## config.mk

```make
export PLATFORM = sky130hd
export DESIGN_NAME = alu_cmd_sequencer
export DESIGN_NICKNAME = d
export VERILOG_FILES = /design/src/rtl/alu_cmd_sequencer.sv
export SDC_FILE = /design/constraint.sdc
export NUM_CORES = 1
export LEC_CHECK = 0
export ABC_AREA = 0
export BUFFER_PORTS_ARGS = -buffer_cell sky130_fd_sc_hd__buf_2
export CAP_MARGIN = 10
export CORE_MARGIN = 1
export CORE_UTILIZATION = 50
export CTS_CLUSTER_SIZE = 25
export DETAILED_ROUTE_END_ITERATION = 7
export PLACE_DENSITY = 0.78
export SLEW_MARGIN = 10
export SYNTH_ARGS = -nofsm -noshare
export SYNTH_HDL_FRONTEND = slang
export SYNTH_SLANG_ARGS = --single-unit
```

## constraint.sdc

```tcl
create_clock -name CLK -period 2.1 [get_ports CLK]
set_clock_uncertainty 0.15 [all_clocks]
set_input_delay 0.63 -clock CLK [delete_from_list [all_inputs] [get_ports CLK]]
set_output_delay 0.63 -clock CLK [all_outputs]
set_load 0.005 [all_outputs]
```

## src/rtl/alu_cmd_sequencer.sv

```systemverilog
// Purpose : issues one ALU operation per command and streams its 16-bit result out as two bytes, low byte first.
// Latency : accept -> ALU_EN next cycle; first TX byte 1 cycle after ALU_OUT_VALID; 4-cycle command-to-command minimum.
// Backpres: TX_READY low stalls SEND_LO/SEND_HI indefinitely; CMD_READY stays low until the result is fully sent.
//
// Ports:
//   CLK, RST            clock (rising edge), synchronous active-low reset
//   CMD_VALID/READY     command handshake; CMD_FUN/CMD_A/CMD_B latched on acceptance
//   ALU_EN/FUN/A/B      ALU request, held stable for the whole EXEC phase
//   ALU_OUT(_VALID)     ALU result, sampled only in EXEC
//   TX_DATA/VALID/READY result byte stream towards the TX FIFO
//   BUSY                high whenever the sequencer is not idle
//   ERR                 one-cycle pulse when the ALU fails to answer in time
module alu_cmd_sequencer #(
  parameter int DATA_WIDTH = 8,
  parameter int FUN_WIDTH  = 4,
  parameter int TIMEOUT    = 15   // legal range 2..255
) (
  input  logic                    CLK,
  input  logic                    RST,
  input  logic                    CMD_VALID,
  output logic                    CMD_READY,
  input  logic [FUN_WIDTH-1:0]    CMD_FUN,
  input  logic [DATA_WIDTH-1:0]   CMD_A,
  input  logic [DATA_WIDTH-1:0]   CMD_B,
  output logic                    ALU_EN,
  output logic [FUN_WIDTH-1:0]    ALU_FUN,
  output logic [DATA_WIDTH-1:0]   ALU_A,
  output logic [DATA_WIDTH-1:0]   ALU_B,
  input  logic [2*DATA_WIDTH-1:0] ALU_OUT,
  input  logic                    ALU_OUT_VALID,
  output logic [DATA_WIDTH-1:0]   TX_DATA,
  output logic                    TX_VALID,
  input  logic                    TX_READY,
  output logic                    BUSY,
  output logic                    ERR
);

  typedef enum logic [1:0] {
    IDLE    = 2'd0,
    EXEC    = 2'd1,
    SEND_LO = 2'd2,
    SEND_HI = 2'd3
  } state_t;

  // Counter value seen in the last EXEC cycle that is still allowed to
  // receive a result; TIMEOUT EXEC cycles in total (counts 0..TIMEOUT-1).
  localparam logic [7:0] TMO_LAST = 8'(TIMEOUT - 1);

  state_t                  state;
  logic [7:0]              tmo_cnt;
  // Only the upper byte needs keeping: the low byte goes straight to TX_DATA
  // at capture time.
  logic [DATA_WIDTH-1:0]   res_hi;

  always_ff @(posedge CLK) begin
    if (!RST) begin
      state     <= IDLE;
      tmo_cnt   <= '0;
      res_hi    <= '0;
      CMD_READY <= 1'b1;
      ALU_EN    <= 1'b0;
      ALU_FUN   <= '0;
      ALU_A     <= '0;
      ALU_B     <= '0;
      TX_DATA   <= '0;
      TX_VALID  <= 1'b0;
      BUSY      <= 1'b0;
      ERR       <= 1'b0;
    end else begin
      // ERR is a pulse: it only survives the cycle in which it is set.
      ERR <= 1'b0;

      unique case (state)
        IDLE: begin
          if (CMD_VALID) begin
            ALU_FUN   <= CMD_FUN;
            ALU_A     <= CMD_A;
            ALU_B     <= CMD_B;
            ALU_EN    <= 1'b1;
            tmo_cnt   <= '0;
            CMD_READY <= 1'b0;
            BUSY      <= 1'b1;
            state     <= EXEC;
          end
        end

        EXEC: begin
          // A result in the final allowed cycle takes priority over timeout.
          if (ALU_OUT_VALID) begin
            res_hi   <= ALU_OUT[2*DATA_WIDTH-1:DATA_WIDTH];
            TX_DATA  <= ALU_OUT[DATA_WIDTH-1:0];
            TX_VALID <= 1'b1;
            ALU_EN   <= 1'b0;
            state    <= SEND_LO;
          end else if (tmo_cnt == TMO_LAST) begin
            ALU_EN    <= 1'b0;
            ERR       <= 1'b1;
            CMD_READY <= 1'b1;
            BUSY      <= 1'b0;
            state     <= IDLE;
          end else begin
            tmo_cnt <= tmo_cnt + 8'd1;
          end
        end

        SEND_LO: begin
          if (TX_READY) begin
            TX_DATA <= res_hi;
            state   <= SEND_HI;
          end
        end

        SEND_HI: begin
          if (TX_READY) begin
            TX_VALID  <= 1'b0;
            CMD_READY <= 1'b1;
            BUSY      <= 1'b0;
            state     <= IDLE;
          end
        end

        default: state <= IDLE;
      endcase
    end
  end

endmodule
```

==> out/summary.txt, run 1 <==
Layout cells sized above 1 -> 31.29%
RSZ-0062 raised after global routing -> false
Post-synth cell types -> 40
Seq/Total Area, Yosys -> 45.82%
# hold bufs at CTS -> 0
Post-CTS Setup Bufs -> 0
DP HPWL -> 3545 µm
Via Count -> 2099
Crit path time final -> 1.948 ns
Resize count post-CTS -> 0
Layout Nets -> 389
Crit path largest cell delay -> 0.39 ns
Fin. max-slew vios -> 0
Run status -> completed
DIE AREA -> 4728 µm²
Final Non-Filler Cells -> 392
Clock slew seen by the registers of the worst setup and hold paths -> 0.08 ns
Largest net degree at the start of global routing -> 29
Met1 Wirelength -> 2263 µm
Final WL -> 5035 µm
Top-area cell type share of the netlist area -> 45.82%
Clock Tree Buf Depth -> 2
Top routing layer used -> met4
Area of the multi-input gates -> 1099 µm²
GP Congestion -> 0.7862
Worst EP required -> 2.15 ns
Die X -> 68.76 µm
Register area -> 1022 µm²
DR vias/cell -> 5.355
Setup TNS -> 0 ns
Number of port buffers -> 73
Worst Setup Path Type -> reg2reg
Worst IR Drop VDD -> 0.4299 mV
Async S/R FF share, synth -> 0%
Worst slew margin -> 76.41%
Synthesized area per cell -> 8.441 µm²
Flops & latches, synth -> 51
Router iterations before antenna repair -> 4
Final period util -> 92.78%
Pwr Density -> 824.3 nW/µm²
Post-synth EDFFs -> 0
Clock root buffer -> clkbuf_8
Hold WC Path Type -> reg2reg
Crit path cell chain -> inv_1 > ha_1 > nand2b_2 > o2111ai_1 > nor3_2 > mux2_2
Syn Inst Count -> 264
Final instance area -> 2783 µm²
Worst-Margin Slew -> 0.3534 ns
Post-placement cell count -> 385
Endpoints failing setup -> 0
Critical path peak fanout -> 6
Routed met2 length -> 2368 µm
IO Pins -> 74
Hold_ws -> 0.3061 ns
Fillers -> 360
Fmax -> 0.5132 GHz
DRC violations left -> 0
Worst skew pair latency -> 0.30 ns
Sink Count -> 51
CP max-delay cell -> dfxtp_2
Fin util -> 67.15%
Chip height -> 68.76 µm
Synth area leader -> dfxtp_1
DR WL/cell -> 12.84 µm
DP Worst Slack -> 0.05667 ns
H-tree levels -> 2
Leakage -> 1.193 nW
DR iter-0 viols -> 161
Max Cap Viol -> 0
Final hold violations -> 0
Synth top area cells -> dfxtp_1 46%, nand2_1 10%, a21oi_1 9.2%, mux2i_1 3.6%, ha_1 3.4%
First-pass GRT wire length -> 7886 µm
Initial Util -> 53.77%
Inserted Clock Buffers -> 5
Syn_nets -> 311
Critical path arrival -> 1.99 ns
Rows -> 23
Yosys warns -> 0
GRT Overall Usage -> 22.38%
TritonCTS clock tree -> yes
Initial antenna violation count -> 0
Synth Flop Type -> dfxtp_1
Overall Power -> 2.294 mW
Metal3 WL -> 342 µm
Vias in the first global route -> 1917
Area delta synth->final -> 24.87%
Mapped Area -> 2228 µm²
Worst setup margin -> 0.1515 ns
Core Region -> 4144 µm²
Grt total ovfl -> 0
Placed cell area -> 2661 µm²
Setup crit start kind -> flop
Ant. Diodes -> 0
Critical path capture point type -> flop
Post-route ant nets -> 0
-- layout make-up --
type | count | share of cell area (%)
clock buffers | 6 | 2.608
well taps | 50 | 2.248
multi-input cells | 190 | 39.48
inverters | 7 | 0.9442
clock inverters | 1 | 1.079
flip-flops and latches | 51 | 36.74
repair buffers | 87 | 16.91
-- final timing paths --
path / slack [ns] / depth (start not counted) / from / endpoint
worst max-delay path: 0.15 / 6 / state[0] / tmo_cnt[7]
worst min-delay path: 0.31 / 2 / ALU_A[6] / ALU_A[6]
worst max register to register: 0.15 / 6 / state[0] / tmo_cnt[7]
worst min register to register: 0.31 / 2 / ALU_A[6] / ALU_A[6]
-- worst max-delay path: cells and delay by family (launching register included) --
family,cells,cell delay (ns)
adders and majority gates,1,0.25
muxes,1,0.35
DFF,1,0.39
buffers and inverters,1,0.08
AOI/OAI and AO/OA,1,0.22
and+or+nand+nor,2,0.41
-- cells in the mapped netlist (4+ instances only) --
library cell	instances
clkbuf_1	9
dfxtp_1	51
nor2_1	15
o31ai_1	4
a211oi_1	8
inv_1	6
nand2_1	62
ha_1	6
mux2i_1	8
o21ai_0	4
a21oi_1	41
or4_1	7
buf_6	5
-- kinds of logic after synthesis --
logic type               Yosys count  share of synthesized area [%]
AND/OR/NAND/NOR                  107                          22.35
AO/OA/AOI/OAI                     68                          18.70
flip-flops                        51                          45.82
buffers and inverters             23                          5.670
multiplexers                       9                          4.099
adder cells (fa/ha/maj)            6                          3.369
-- per-layer routing --
layer / vias up / global-route usage [%]
met5: - / 0
met4: 0 / 7.398
met3: 5 / 6.579
met2: 67 / 38.73
met1: 954 / 26.36
li1: 1073 / -
-- state kept, by name, indices dropped and copies added, names as in the netlist, named ones only --
register	flops
tmo_cnt	8
ALU_FUN	4
CMD_READY	1
ERR	1
TX_VALID	1
ALU_EN	1
TX_DATA	8
BUSY	1
res_hi	8
ALU_B	8
state	1
ALU_A	8
-- where the power goes --
| part | leakage [nW] | internal (mW) | switching, mW |
|---|---|---|---|
| registers | 0.418 | 1.06 | 0.0524 |
| clock network | 0.0513 | 0.349 | 0.301 |
| logic | 0.724 | 0.235 | 0.295 |
-- cell usage in the layout (no fill, tap or decap), drive strengths merged, types with 2 or more instances in the layout --
master   n
a211oi   9
a21oi   41
a311oi   2
and2     3
buf     87
clkbuf   6
dfxtp   51
ha       6
inv      7
mux2i    8
nand2   63
nand2b   2
nand3    3
nand4    3
nor2    15
nor3     3
o211ai   2
o21ai    6
o31ai    4
or2      2
or4      7
Power figures use the tool's default switching activity.
==> inputs of run 2 (changes only) <==
- CORE_UTILIZATION: 50 -> 54
- PLACE_DENSITY: 0.78 -> 0.84
- clock period: 2.1 -> 2.3 ns (I/O delays scaled with it)
==> out/summary.txt, run 2 (synthesized netlist as in run 1, its figures left out) <==
Run status -> completed
Pint -> 1.483 mW (-9.9%)
CP max-delay cell -> or4_1
Worst Setup Path Type -> reg2reg
Grt total ovfl -> 0 (unchanged)
Max Cap Viol -> 0 (unchanged)
Critical path arrival -> 2.20 ns (+0.21 ns)
Clock slew seen by the registers of the worst setup and hold paths -> 0.08 ns (about the same)
P_sw -> 0.5737 mW (-11%)
DP HPWL -> 3492 µm (-1.5%)
Commonest non-fill, non-tap cell in the layout -> buf_2
Final instance area -> 2726 µm² (-2.0%)
Switch share -> 27.90% (-0.36 points)
Fmax -> 0.4726 GHz (-7.9%)
H-tree levels -> 2 (unchanged)
Worst IR Drop VDD -> 0.5119 mV (+19%)
Final hold violations -> 0 (unchanged)
Layout cells sized above 1 -> 29.38% (-1.9 points)
Crit path cell chain -> inv_1 > ha_1 > nand2b_2 > o211ai_2 > or4_1 > a21oi_1
Via Count -> 2067 (-1.5%)
Setup crit start kind -> flop
Hold_ws -> 0.3031 ns (-0.002945 ns)
Final WL -> 4823 µm (-4.2%)
Vias in the first global route -> 1853 (-3.3%)
DR vias/cell -> 5.369 (+0.27%)
Most frequent cells in the layout -> 73 x buf_2, 62 x nand2_1, 51 x dfxtp_1
GP Congestion -> 0.8518 (+8.3%)
GRT Overall Usage -> 22.61% (+0.22 points)
Sink Count -> 51 (unchanged)
Initial Util -> 58.66% (+4.9 points)
Rows -> 22 (-4.3%)
Final period util -> 92.01% (-0.78 points)
Fin util -> 71.77% (+4.6 points)
DR WL/cell -> 12.53 µm (-2.5%)
Worst skew pair latency -> 0.30 ns (about the same)
Logic pwr share -> 22.0% (-1.1 points)
Critical path capture point type -> flop
Core Region -> 3799 µm² (-8.3%)
Largest net degree at the start of global routing -> 23 (-21%)
Setup TNS -> 0 ns (unchanged)
Inserted Clock Buffers -> 5 (unchanged)
Clock Tree Buf Depth -> 2 (unchanged)
DR iter-0 viols -> 94 (-42%)
Crit path largest cell delay -> 0.56 ns (+0.17 ns)
# hold bufs at CTS -> 0 (unchanged)
Area delta synth->final -> 22.35%
TritonCTS clock tree -> yes
Worst-Margin Slew -> 0.4236 ns (+0.07016 ns)
Clock root buffer -> clkbuf_8
Fin. max-slew vios -> 0 (unchanged)
Layout Nets -> 384 (-1.3%)
DRC violations left -> 0 (unchanged)
Post-route ant nets -> 0 (unchanged)
Die X -> 66.24 µm (-3.7%)
Leakage -> 1.168 nW (-2.1%)
Number of port buffers -> 73 (unchanged)
Pwr Density -> 754.3 nW/µm² (-8.5%)
RSZ-0062 raised after global routing -> false
Initial antenna violation count -> 0 (unchanged)
Clock power frac -> 28.6% (+0.3 points)
Worst EP required -> 2.38 ns (+0.23 ns)
First-pass GRT wire length -> 7748 µm (-1.7%)
DIE AREA -> 4388 µm² (-7.2%)
Ant. Diodes -> 0 (unchanged)
Chip height -> 66.24 µm (-3.7%)
Crit path time final -> 2.116 ns (+0.1677 ns)
IO Pins -> 74 (unchanged)
Fillers -> 312 (-13%)
Worst slew margin -> 71.68% (-4.7 points)
Critical path peak fanout -> 12 (+6)
Overall Power -> 2.056 mW (-10%)
Endpoints failing setup -> 0 (unchanged)
Placed cell area -> 2621 µm² (-1.5%)
Hold WC Path Type -> reg2reg
Router iterations before antenna repair -> 6 (+2)
Sequential share of power -> 49.4% (+0.8 points)
[run 2: cell count changes in the layout (fill, tap and decap cells not counted)]
cell	change
nor3_1	+1
buf_4	-5
nor3_2	-1
a2111oi_1	-1
o211ai_2	+1
a2111oi_0	+1
dfxtp_2	-1
inv_1	+1
dfxtp_1	+1
inv_2	-1
o211ai_4	-1
[run 2: critical path: cells and delay by family (launching register included)]
family / cells / cell delay [ns]
simple gates: 2 / 0.71
flops: 1 / 0.44
fa+ha+maj: 1 / 0.29
buf+inv: 1 / 0.09
compound gates: 2 / 0.37
[run 2: through the flow]
stage | setup WS, ns | instances
2_1_floorplan | 0.3159 | 264
3_3_place_gp | 0.2088 | 378
3_5_place_dp | 0.1552 | 378
4_1_cts | 0.1570 | 385
5_1_grt | 0.03888 | 385
6_report | 0.1838 | 385
[run 2: cell type report]
type / count / area, µm² / share of cell area, %
clock inverters: 1 / 30.03 / 1.101
multi-input cells: 190 / 1084 / 39.74
repair buffers: 82 / 432.9 / 15.88
flip-flops and latches: 51 / 1021 / 37.45
clock buffers: 6 / 72.57 / 2.662
inverters: 7 / 26.28 / 0.9637
well taps: 48 / 60.06 / 2.203
[run 2: final timing paths]
path	slack (ns)	endpoint	from	cells past startpoint
worst min-delay path	0.30	ALU_FUN[3]	ALU_FUN[3]	2
worst max-delay path	0.18	tmo_cnt[4]	state[0]	6
worst min register to register	0.30	ALU_FUN[3]	ALU_FUN[3]	2
worst max register to register	0.18	tmo_cnt[4]	state[0]	6
[run 2: repair_timing]
action | 4_1_cts | 5_1_grt
hold endpoints to repair | 0 | 0
gates resized for setup | 0 | 1
setup buffers | 0 | 0
setup endpoints to repair | 0 | 1
[run 2: metal layers]
layer	track usage (%)	part of all wire, %	up-vias
met5	0	0	-
met3	5.690	6.2	7
met1	26.48	44	944
met2	39.80	49	62
met4	7.447	1.0	0
li1	-	-	1054
[run 2: power groups by stage]
stage                     Combinational [mW]  Clock, mW  Sequential [mW]
after detailed placement               0.452          0             1.03
after floorplan                        0.297          0             1.04
after global placement                 0.441          0             1.03
after global routing                   0.511      0.631             1.03
after CTS                              0.453      0.594             1.02
final                                  0.453      0.589             1.02
==> inputs of run 3 (changes only) <==
- CORE_UTILIZATION: 54 -> 35
- PLACE_DENSITY: 0.84 -> 0.58
==> out/summary.txt, run 3 (synthesized netlist as in run 1, its figures left out) <==
DRC violations left -> 0 (unchanged)
Worst-Margin Slew -> 0.4246 ns (+0.0009493 ns)
Final period util -> 91.19% (-0.82 points)
Worst EP required -> 2.39 ns (about the same)
Grt total ovfl -> 0 (unchanged)
Final hold violations -> 0 (unchanged)
Final instance area -> 2768 µm² (+1.5%)
IO Pins -> 74 (unchanged)
Overall Power -> 2.073 mW (+0.81%)
Worst slew margin -> 71.61% (about the same)
Clock root buffer -> clkbuf_8
Setup TNS -> 0 ns (unchanged)
Setup crit start kind -> flop
Worst Setup Path Type -> reg2reg
Area delta synth->final -> 24.20%
Worst Hold Path Cells -> 2 (unchanged)
Layout Nets -> 385 (+0.26%)
Hold WC Path Type -> reg2reg
Crit path cell chain -> inv_1 > ha_1 > nand2b_2 > o211ai_2 > or4_1 > a21oi_1
Router iterations before antenna repair -> 4 (-2)
Clock Tree Buf Depth -> 2 (unchanged)
Fin util -> 45.93% (-26 points)
First-pass GRT wire length -> 8418 µm (+8.6%)
Layout cells sized above 1 -> 29.59% (+0.21 points)
GR Layer Usage met3 -> 4.222% (-1.5 points)
Worst skew pair latency -> 0.30 ns (about the same)
DIE AREA -> 6690 µm² (+52%)
Run status -> completed
Die X -> 81.79 µm (+23%)
DR iter-0 viols -> 71 (-24%)
Met1 usage -> 20.46% (-6.0 points)
GRT Overall Usage -> 16.34% (-6.3 points)
TritonCTS clock tree -> yes
Critical path peak fanout -> 12 (unchanged)
Clock slew seen by the registers of the worst setup and hold paths -> 0.09 ns (about the same)
Number of port buffers -> 73 (unchanged)
Grt met2 use -> 26.69% (-13 points)
DP HPWL -> 3810 µm (+9.1%)
RSZ-0062 raised after global routing -> false
Fin. max-slew vios -> 0 (unchanged)
Chip height -> 81.79 µm (+23%)
Fillers -> 614 (+97%)
H-tree levels -> 2 (unchanged)
Ant. Diodes -> 0 (unchanged)
Post-CTS Setup Bufs -> 0 (unchanged)
CP max-delay cell -> or4_1
Sink Count -> 51 (unchanged)
Endpoints failing setup -> 0 (unchanged)
Max Cap Viol -> 0 (unchanged)
Initial antenna violation count -> 0 (unchanged)
Post-route ant nets -> 0 (unchanged)
Fmax -> 0.4768 GHz (+0.90%)
Initial Util -> 36.98% (-22 points)
Placed cell area -> 2663 µm² (+1.6%)
Pwr Density -> 749.0 nW/µm² (-0.69%)
Final WL -> 5142 µm (+6.6%)
Hold_ws -> 0.3023 ns (-0.0008290 ns)
Leakage -> 1.173 nW (+0.43%)
Inserted Clock Buffers -> 5 (unchanged)
Crit path largest cell delay -> 0.55 ns (about the same)
Via Count -> 2028 (-1.9%)
Rows -> 28 (+27%)
Largest net degree at the start of global routing -> 23 (unchanged)
GP Congestion -> 0.7980 (-6.3%)
Critical path arrival -> 2.19 ns (about the same)
Worst IR Drop VDD -> 0.3031 mV (-41%)
Most frequent cells in the layout -> 73 x buf_2, 62 x nand2_1, 51 x dfxtp_1
Number of cells on the worst reg-to-reg path -> 6 (unchanged)
Vias in the first global route -> 1920 (+3.6%)
DR vias/cell -> 4.910 (-8.5%)
Commonest non-fill, non-tap cell in the layout -> buf_2
Top Usage Layer GRT -> met2
Crit path time final -> 2.097 ns (-0.01883 ns)
Critical path capture point type -> flop
DR WL/cell -> 12.45 µm (-0.61%)
Core Region -> 6026 µm² (+59%)
[run 3: changes by cell type in the layout (fill, tap and decap cells not counted)]
cell and change:
buf_4 +1
[run 3: cell type report]
type,instances,area [µm²],area share (%)
Clock inverter,1,30.03,1.085
Tap cell,75,93.84,3.391
Clock buffer,6,72.57,2.622
Timing Repair Buffer,83,440.4,15.91
Sequential cell,51,1021,36.89
Multi-Input combinational cell,190,1084,39.15
Inverter,7,26.28,0.9494
[run 3: per-stage QoR]
stage,std cells,worst slack [ns]
final,413,0.2026
after global routing,413,0.02792
after CTS,413,0.1580
after detailed placement,406,0.1516
after global placement,406,0.1747
after floorplan,264,0.3159
[run 3: power breakdown]
group	leakage (nW)	internal (mW)	switching, mW
logic	0.704	0.199	0.258
clock network	0.0513	0.319	0.282
registers	0.417	0.968	0.0463
[run 3: critical path: cells and delay by family, from the launching register on]
family / cells / cell delay, ns
buffers and inverters: 1 / 0.09
DFF: 1 / 0.42
and+or+nand+nor: 2 / 0.71
AOI/OAI and AO/OA: 2 / 0.37
adders and majority gates: 1 / 0.30
[run 3: final timing paths]
check | slack (ns) | startpoint | to
worst min-delay path | 0.30 | ALU_B[5] | ALU_B[5]
worst min register to register | 0.30 | ALU_B[5] | ALU_B[5]
worst max register to register | 0.20 | state[0] | tmo_cnt[5]
worst max-delay path | 0.20 | state[0] | tmo_cnt[5]
[run 3: repair_timing]
item	4_1_cts	5_1_grt
setup endpoints to repair	0	3
hold buffers	0	0
resized for setup	0	1
[run 3: routing by layer]
metal | vias to the layer above | routed length [µm]
li1 | 1062 | -
met2 | 50 | 2408
met1 | 910 | 2389
met3 | 6 | 267
met4 | 0 | 77
met5 | - | 0
